--- src/rtl/imem_loader_pkg.sv ---
// rtl/imem_loader_pkg.sv - shared types and constants for the instruction-memory loader
// Contents:
//   state_t        loader FSM states
//   BYTES_PER_WORD stream bytes packed into one instruction word
//   BYTE_IDX_W     width of the byte-position counter inside a word
package imem_loader_pkg;

    typedef enum logic [2:0] {
        ST_IDLE  = 3'd0,
        ST_LOAD  = 3'd1,
        ST_DRAIN = 3'd2,
        ST_DONE  = 3'd3,
        ST_FAIL  = 3'd4
    } state_t;

    localparam int BYTES_PER_WORD = 4;
    localparam int BYTE_IDX_W     = $clog2(BYTES_PER_WORD);

endpackage

--- src/rtl/imem_word_packer.sv ---
// rtl/imem_word_packer.sv - packs big-endian stream bytes into 32-bit words
// Ports:
//   i_clk        clock
//   i_rst        synchronous active-high reset
//   i_clear      drop any partial word and restart at byte 0
//   i_valid      a byte is being consumed this cycle
//   i_byte       the byte being consumed
//   i_last       consumed byte ends the image; flush a partial word
//   o_word       word as it stands including the current byte (combinational)
//   o_word_valid o_word is complete and must be written this cycle
module imem_word_packer
    import imem_loader_pkg::*;
(
    input  logic        i_clk,
    input  logic        i_rst,
    input  logic        i_clear,
    input  logic        i_valid,
    input  logic [7:0]  i_byte,
    input  logic        i_last,
    output logic [31:0] o_word,
    output logic        o_word_valid
);

    logic [31:0]           r_acc;
    logic [BYTE_IDX_W-1:0] r_byte_idx;
    logic [31:0]           w_placed;
    logic                  w_word_end;

    // Lanes fill from the MSB down. Unfilled lanes of r_acc are always zero,
    // so a flush on i_last is left-justified with zero padding for free.
    assign w_placed     = {i_byte, 24'd0} >> {r_byte_idx, 3'b000};
    assign w_word_end   = (r_byte_idx == BYTE_IDX_W'(BYTES_PER_WORD - 1));
    assign o_word       = r_acc | w_placed;
    assign o_word_valid = i_valid && (w_word_end || i_last);

    always_ff @(posedge i_clk) begin
        if (i_rst || i_clear) begin
            r_acc      <= 32'd0;
            r_byte_idx <= '0;
        end else if (i_valid) begin
            if (o_word_valid) begin
                r_acc      <= 32'd0;
                r_byte_idx <= '0;
            end else begin
                r_acc      <= o_word;
                r_byte_idx <= r_byte_idx + BYTE_IDX_W'(1);
            end
        end
    end

endmodule

--- src/rtl/imem_loader.sv ---
// rtl/imem_loader.sv - byte-stream instruction-memory loader that holds the CPU in reset
// Optional feature macro: IMEM_LOADER_CHECKSUM_EN adds o_checksum.
// Ports:
//   i_clk, i_rst     clock, synchronous active-high reset
//   i_start          one-cycle pulse, begins a load from IDLE, DONE or FAIL
//   i_in_valid       stream byte valid
//   i_in_data        stream byte, first byte of a word lands in [31:24]
//   i_in_last        marks final byte of the image
//   o_in_ready       loader accepts a byte
//   o_wr_en          imem write strobe, one cycle per word
//   o_wr_addr        imem word address
//   o_wr_data        packed word
//   o_cpu_rst        CPU reset, low only in DONE
//   o_done           image loaded
//   o_err            image exceeded capacity
//   o_word_count     words written in this load
//   o_checksum       (macro only) mod-2^32 sum of written words
module imem_loader
    import imem_loader_pkg::*;
#(
    parameter int ADDR_W = 10
) (
    input  logic              i_clk,
    input  logic              i_rst,
    input  logic              i_start,
    input  logic              i_in_valid,
    input  logic [7:0]        i_in_data,
    input  logic              i_in_last,
    output logic              o_in_ready,
    output logic              o_wr_en,
    output logic [ADDR_W-1:0] o_wr_addr,
    output logic [31:0]       o_wr_data,
    output logic              o_cpu_rst,
    output logic              o_done,
    output logic              o_err,
    output logic [ADDR_W:0]   o_word_count
`ifdef IMEM_LOADER_CHECKSUM_EN
    ,
    output logic [31:0]       o_checksum
`endif
);

    state_t              r_state;
    state_t              w_next_state;
    logic                r_in_ready;
    logic                r_wr_en;
    logic [ADDR_W-1:0]   r_wr_addr;
    logic [31:0]         r_wr_data;
    logic                r_cpu_rst;
    logic                r_done;
    logic                r_err;
    logic [ADDR_W:0]     r_word_count;

    logic                w_accept;
    logic                w_full;
    logic                w_pack_valid;
    logic                w_overflow;
    logic                w_start_go;
    logic [31:0]         w_word;
    logic                w_write;
    logic                w_in_ready_nxt;
    logic                w_done_nxt;
    logic                w_cpu_rst_nxt;
    logic                w_err_nxt;

    // in_ready lags the state by a cycle, so the state check keeps the loader
    // from consuming a byte in the first cycle of DONE/FAIL.
    assign w_accept     = i_in_valid && r_in_ready &&
                          ((r_state == ST_LOAD) || (r_state == ST_DRAIN));
    // Top bit of word_count set means every address has been written.
    assign w_full       = r_word_count[ADDR_W];
    assign w_pack_valid = w_accept && (r_state == ST_LOAD) && !w_full;
    assign w_overflow   = w_accept && (r_state == ST_LOAD) && w_full;
    assign w_start_go   = i_start && ((r_state == ST_IDLE) || (r_state == ST_DONE) ||
                                      (r_state == ST_FAIL));

    imem_word_packer u_packer (
        .i_clk        (i_clk),
        .i_rst        (i_rst),
        .i_clear      (w_start_go),
        .i_valid      (w_pack_valid),
        .i_byte       (i_in_data),
        .i_last       (i_in_last),
        .o_word       (w_word),
        .o_word_valid (w_write)
    );

    // State register
    always_ff @(posedge i_clk) begin
        if (i_rst) begin
            r_state <= ST_IDLE;
        end else begin
            r_state <= w_next_state;
        end
    end

    // Next-state logic
    always_comb begin
        w_next_state = r_state;
        case (r_state)
            ST_IDLE, ST_DONE, ST_FAIL: begin
                if (i_start) begin
                    w_next_state = ST_LOAD;
                end
            end
            ST_LOAD: begin
                if (w_overflow) begin
                    w_next_state = i_in_last ? ST_FAIL : ST_DRAIN;
                end else if (w_pack_valid && i_in_last) begin
                    w_next_state = ST_DONE;
                end
            end
            ST_DRAIN: begin
                if (w_accept && i_in_last) begin
                    w_next_state = ST_FAIL;
                end
            end
            default: w_next_state = ST_IDLE;
        endcase
    end

    // Output logic: next values of the registered status outputs. done and
    // cpu_rst follow the current state, so they move one cycle after DONE is
    // entered and the final write has already been presented.
    always_comb begin
        w_in_ready_nxt = (r_state == ST_LOAD) || (r_state == ST_DRAIN);
        w_done_nxt     = (r_state == ST_DONE) && !w_start_go;
        w_cpu_rst_nxt  = !w_done_nxt;
        w_err_nxt      = w_start_go ? 1'b0 : (r_err || w_overflow);
    end

    always_ff @(posedge i_clk) begin
        if (i_rst) begin
            r_in_ready   <= 1'b0;
            r_wr_en      <= 1'b0;
            r_wr_addr    <= '0;
            r_wr_data    <= 32'd0;
            r_cpu_rst    <= 1'b1;
            r_done       <= 1'b0;
            r_err        <= 1'b0;
            r_word_count <= '0;
        end else begin
            r_in_ready <= w_in_ready_nxt;
            r_done     <= w_done_nxt;
            r_cpu_rst  <= w_cpu_rst_nxt;
            r_err      <= w_err_nxt;
            r_wr_en    <= w_write;
            if (w_write) begin
                r_wr_addr <= r_word_count[ADDR_W-1:0];
                r_wr_data <= w_word;
            end
            if (w_start_go) begin
                r_word_count <= '0;
            end else if (w_write) begin
                r_word_count <= r_word_count + (ADDR_W + 1)'(1);
            end
        end
    end

`ifdef IMEM_LOADER_CHECKSUM_EN
    logic [31:0] r_checksum;

    always_ff @(posedge i_clk) begin
        if (i_rst || w_start_go) begin
            r_checksum <= 32'd0;
        end else if (w_write) begin
            r_checksum <= r_checksum + w_word;
        end
    end

    assign o_checksum = r_checksum;
`endif

    assign o_in_ready   = r_in_ready;
    assign o_wr_en      = r_wr_en;
    assign o_wr_addr    = r_wr_addr;
    assign o_wr_data    = r_wr_data;
    assign o_cpu_rst    = r_cpu_rst;
    assign o_done       = r_done;
    assign o_err        = r_err;
    assign o_word_count = r_word_count;

endmodule

--- config.mk ---
export PLATFORM = sky130hd
export DESIGN_NAME = imem_loader
export DESIGN_NICKNAME = d
export VERILOG_FILES = /design/src/rtl/imem_loader_pkg.sv /design/src/rtl/imem_word_packer.sv /design/src/rtl/imem_loader.sv
export SDC_FILE = /design/constraint.sdc
export NUM_CORES = 1
export LEC_CHECK = 0
export ABC_AREA = 1
export BUFFER_PORTS_ARGS = -buffer_cell sky130_fd_sc_hd__buf_2
export CAP_MARGIN = 0
export CORE_MARGIN = 3
export CORE_UTILIZATION = 25
export DETAILED_ROUTE_END_ITERATION = 10
export SYNTH_ARGS = -nofsm -noshare
export SYNTH_HDL_FRONTEND = slang
export SYNTH_SLANG_ARGS = --single-unit
--- constraint.sdc ---
create_clock -name i_clk -period 1.3 [get_ports i_clk]
set_input_delay 0.065 -clock i_clk [delete_from_list [all_inputs] [get_ports i_clk]]
set_output_delay 0.065 -clock i_clk [all_outputs]
set_load 0.01 [all_outputs]
==> qor.csv <==
metric,value,unit
Rel. slew slack,81.6,%
most frequent cell after synthesis,nand2_1,
Initial Util,26.0,%
post-layout min period,1400,ps
Core Footprint,16200,um2
Mapped Avg Cell Area,7.62,um2
Yosys Warn Count,0,
global-route wire length before repair,17.5,mm
Via Count,3739,
unrepaired setup endpoints after global routing,yes,
Critical Path AT,1640,ps
n_diodes,0,
worst path required time,1540,ps
GPL Wtd Cong,0.768,
Synth top area share,45.2,%
post-route clock period utilization,108,%
cell internal pwr,5.23,mW
Place WS,-100,ps
vias per cell,4.26,
failing checks,setup timing,
Die Span Y,136,um
initial antenna violation count,0,
total of fill cells in the finished design,1710,
Synth Register Bits,95,
CTS Buf Count,9,
worst min path class,primary input to register,
max-cap violation count,0,
crit path max fanout,12,
worst skew pair latency,350,ps
post-place instance area,5070,um2
root cell of the clock tree,clkbuf_16,
Main synth FF type,dfxtp_1,
GRT overflow,0,
H-tree depth,3,
Final Core Density,35.2,%
Switching Share,26.3,%
simple-gate share of the synthesized area,28.6,%
Setup-failing EPs final,84,
DRT antenna net count,0,
Hold Fails Final Rpt,0,
"Worst Setup Slack, final",-101,ps
all-layer global routing usage,12.0,%
CTS tree,yes,
crit path kind,register to register,
"Slew Viols, Final",0,
combinational power share,18.0,%
Syn Nets,568,
Startpoint Class,register,
final worst clock skew,8.58,ps
sw power,1.87,mW
Final TNS setup,-5210,ps
P&R area growth vs syn,35.3,%
Fmax,714,MHz
io pins,71,
Post-Syn Area,4210,um2
final net count,672,
drt pass-1 iters,4,
mux share of post-synthesis cell area,0,%
Synth Area in Adders,0.594,%
post-synthesis compound-gate area fraction,14.0,%
post-synthesis xor/xnor area fraction,1.04,%
Rows,46,
CTS Buffer Depth,2,
outcome,"complete, but fails checks",
largest family of logic cells by synthesized area,simple AND/OR/NAND/NOR gates,
synth unique cells,30,
sequential element share of the synthesized area,45.2,%
vias in the first global route,3533,
Port Buf Inserts,70,
initial DRC count,124,
Peak VDD IR,0.000659,V
largest net degree at the start of global routing,47,
die area,18400,um2
Die X-Extent,136,um
pwr/cell area,1250,nW/um2
async set-reset flop share out of synthesis,0,%
"CTS clk-pin slew, worst paths",60,ps
number of clock sinks,95,
"area leader, netlist",dfxtp_1,
Least-Margin Pin Slew,274,ps
clock share of power,39.3,%
Hold WS,123,ps
number of flops mapped to enable cells by yosys,0,
top post-synthesis cells by area,"dfxtp_1, nand2_1, a21oi_1",
Final Cell Area,5700,um2
Routed WL,10.8,mm
layout cells sized above 1,33.7,%
DRC viols,0,
routed length per instance,12.3,um
part of the power in registers,42.7,%
post-DP HPWL,7.53,mm
Post-synth top cells,"nand2_1, dfxtp_1, a21oi_1",
Pleak,2.36,nW
Crit. End Element,register,
Post-Syn Instances,553,
flip-flops by register name, summed over array words and instances (netlist names):
register             count
o_err                    1
o_wr_addr               10
o_word_count            11
o_cpu_rst                1
o_wr_en                  1
o_wr_data               32
r_state                  3
o_in_ready               1
u_packer.r_acc          32
u_packer.r_byte_idx      2
o_done                   1
through the flow:
stage	total power, mW	std cells
after floorplan	3.75	553
after global placement	4.16	852
after detailed placement	4.16	852
after CTS	7.03	873
after global routing	7.40	877
final	7.10	877
logic make-up (layout without fill, tap and decap cells):
| kind of cell | after synthesis | in the layout |
|---|---|---|
| buffers and inverters | 89 | 197 |
| flip-flops | 95 | 95 |
| XOR/XNOR | 5 | 5 |
| AND/OR/NAND/NOR | 269 | 269 |
| adder cells (fa/ha/maj) | 2 | 2 |
| AO/OA/AOI/OAI | 93 | 93 |
worst paths after layout:
kind	from	endpoint	slack, ps	depth (start not counted)
hold / removal	i_in_last	r_state[2]	120	5
hold reg to reg	o_wr_addr[9]	o_wr_addr[9]	460	2
setup reg to reg	r_state[2]	u_packer.r_acc[14]	-100	10
setup / recovery	r_state[2]	u_packer.r_acc[14]	-100	10
per-layer routing:
layer  vias to the layer above  share of wire (%)  global-route usage (%)
met4                         0               0.90                    4.37
met3                         4                3.4                    3.08
met1                      1722                 50                    16.0
met5                         -                  0                       0
met2                        68                 46                    18.7
li1                       1945                  -                       -
timing repair:
item / CTS / global route
setup buffers: 4 / 2
hold buffers: 1 / 0
resized for setup: 12 / 42
pin swaps: 3 / 7
hold endpoints to repair: 2 / 0
endpoints found under the setup margin: 86 / 91
gates cloned: 1 / 2
placed cells by master (no fill, tap or decap), types with 2 or more instances in the layout:
cell type	count
xnor2_1	2
ha_1	2
buf_12	11
clkinv_1	2
nand2_2	20
dfxtp_1	91
nand2_8	2
nor3_1	2
xor2_1	3
clkinv_4	2
clkbuf_1	3
or2_1	27
o21ai_0	3
bufinv_16	2
dfxtp_2	3
inv_2	4
inv_1	51
nand3_2	2
nand2_4	2
nand4_1	4
nand3_1	38
nand2_1	148
nor3_2	2
a21oi_1	47
buf_2	70
a21oi_4	3
or2_2	6
a21oi_2	37
nor2_2	2
buf_4	33
clkbuf_16	11
nor2_1	12
buf_6	4
power by group through the flow:
stage | Clock (mW) | Combinational (mW) | Sequential [mW]
floorplan | 0 | 0.656 | 3.10
global placement | 0 | 1.07 | 3.09
detailed placement | 0 | 1.07 | 3.09
CTS | 2.88 | 1.12 | 3.03
global route | 2.97 | 1.39 | 3.04
finish | 2.79 | 1.28 | 3.03
area by class of cell:
cell class | instances | area (um2) | area share (%)
Multi-Input combinational cell | 369 | 2010 | 35.3
Sequential cell | 95 | 1910 | 33.5
Timing Repair Buffer | 123 | 971 | 17.0
Tap cell | 216 | 270 | 4.74
Clock buffer | 12 | 236 | 4.15
Inverter | 59 | 229 | 4.02
Clock inverter | 3 | 68.8 | 1.21
worst max-delay path: stages (launching register included):
cell     delay (ps)
dfxtp_2         320
inv_2            70
nand2_2          70
nor2_4          110
nand3_4         110
inv_4            90
nand2_8          70
buf_12          150
nand2_8         100
buf_12          160
a21oi_2          40
Power figures use the tool's default switching activity.
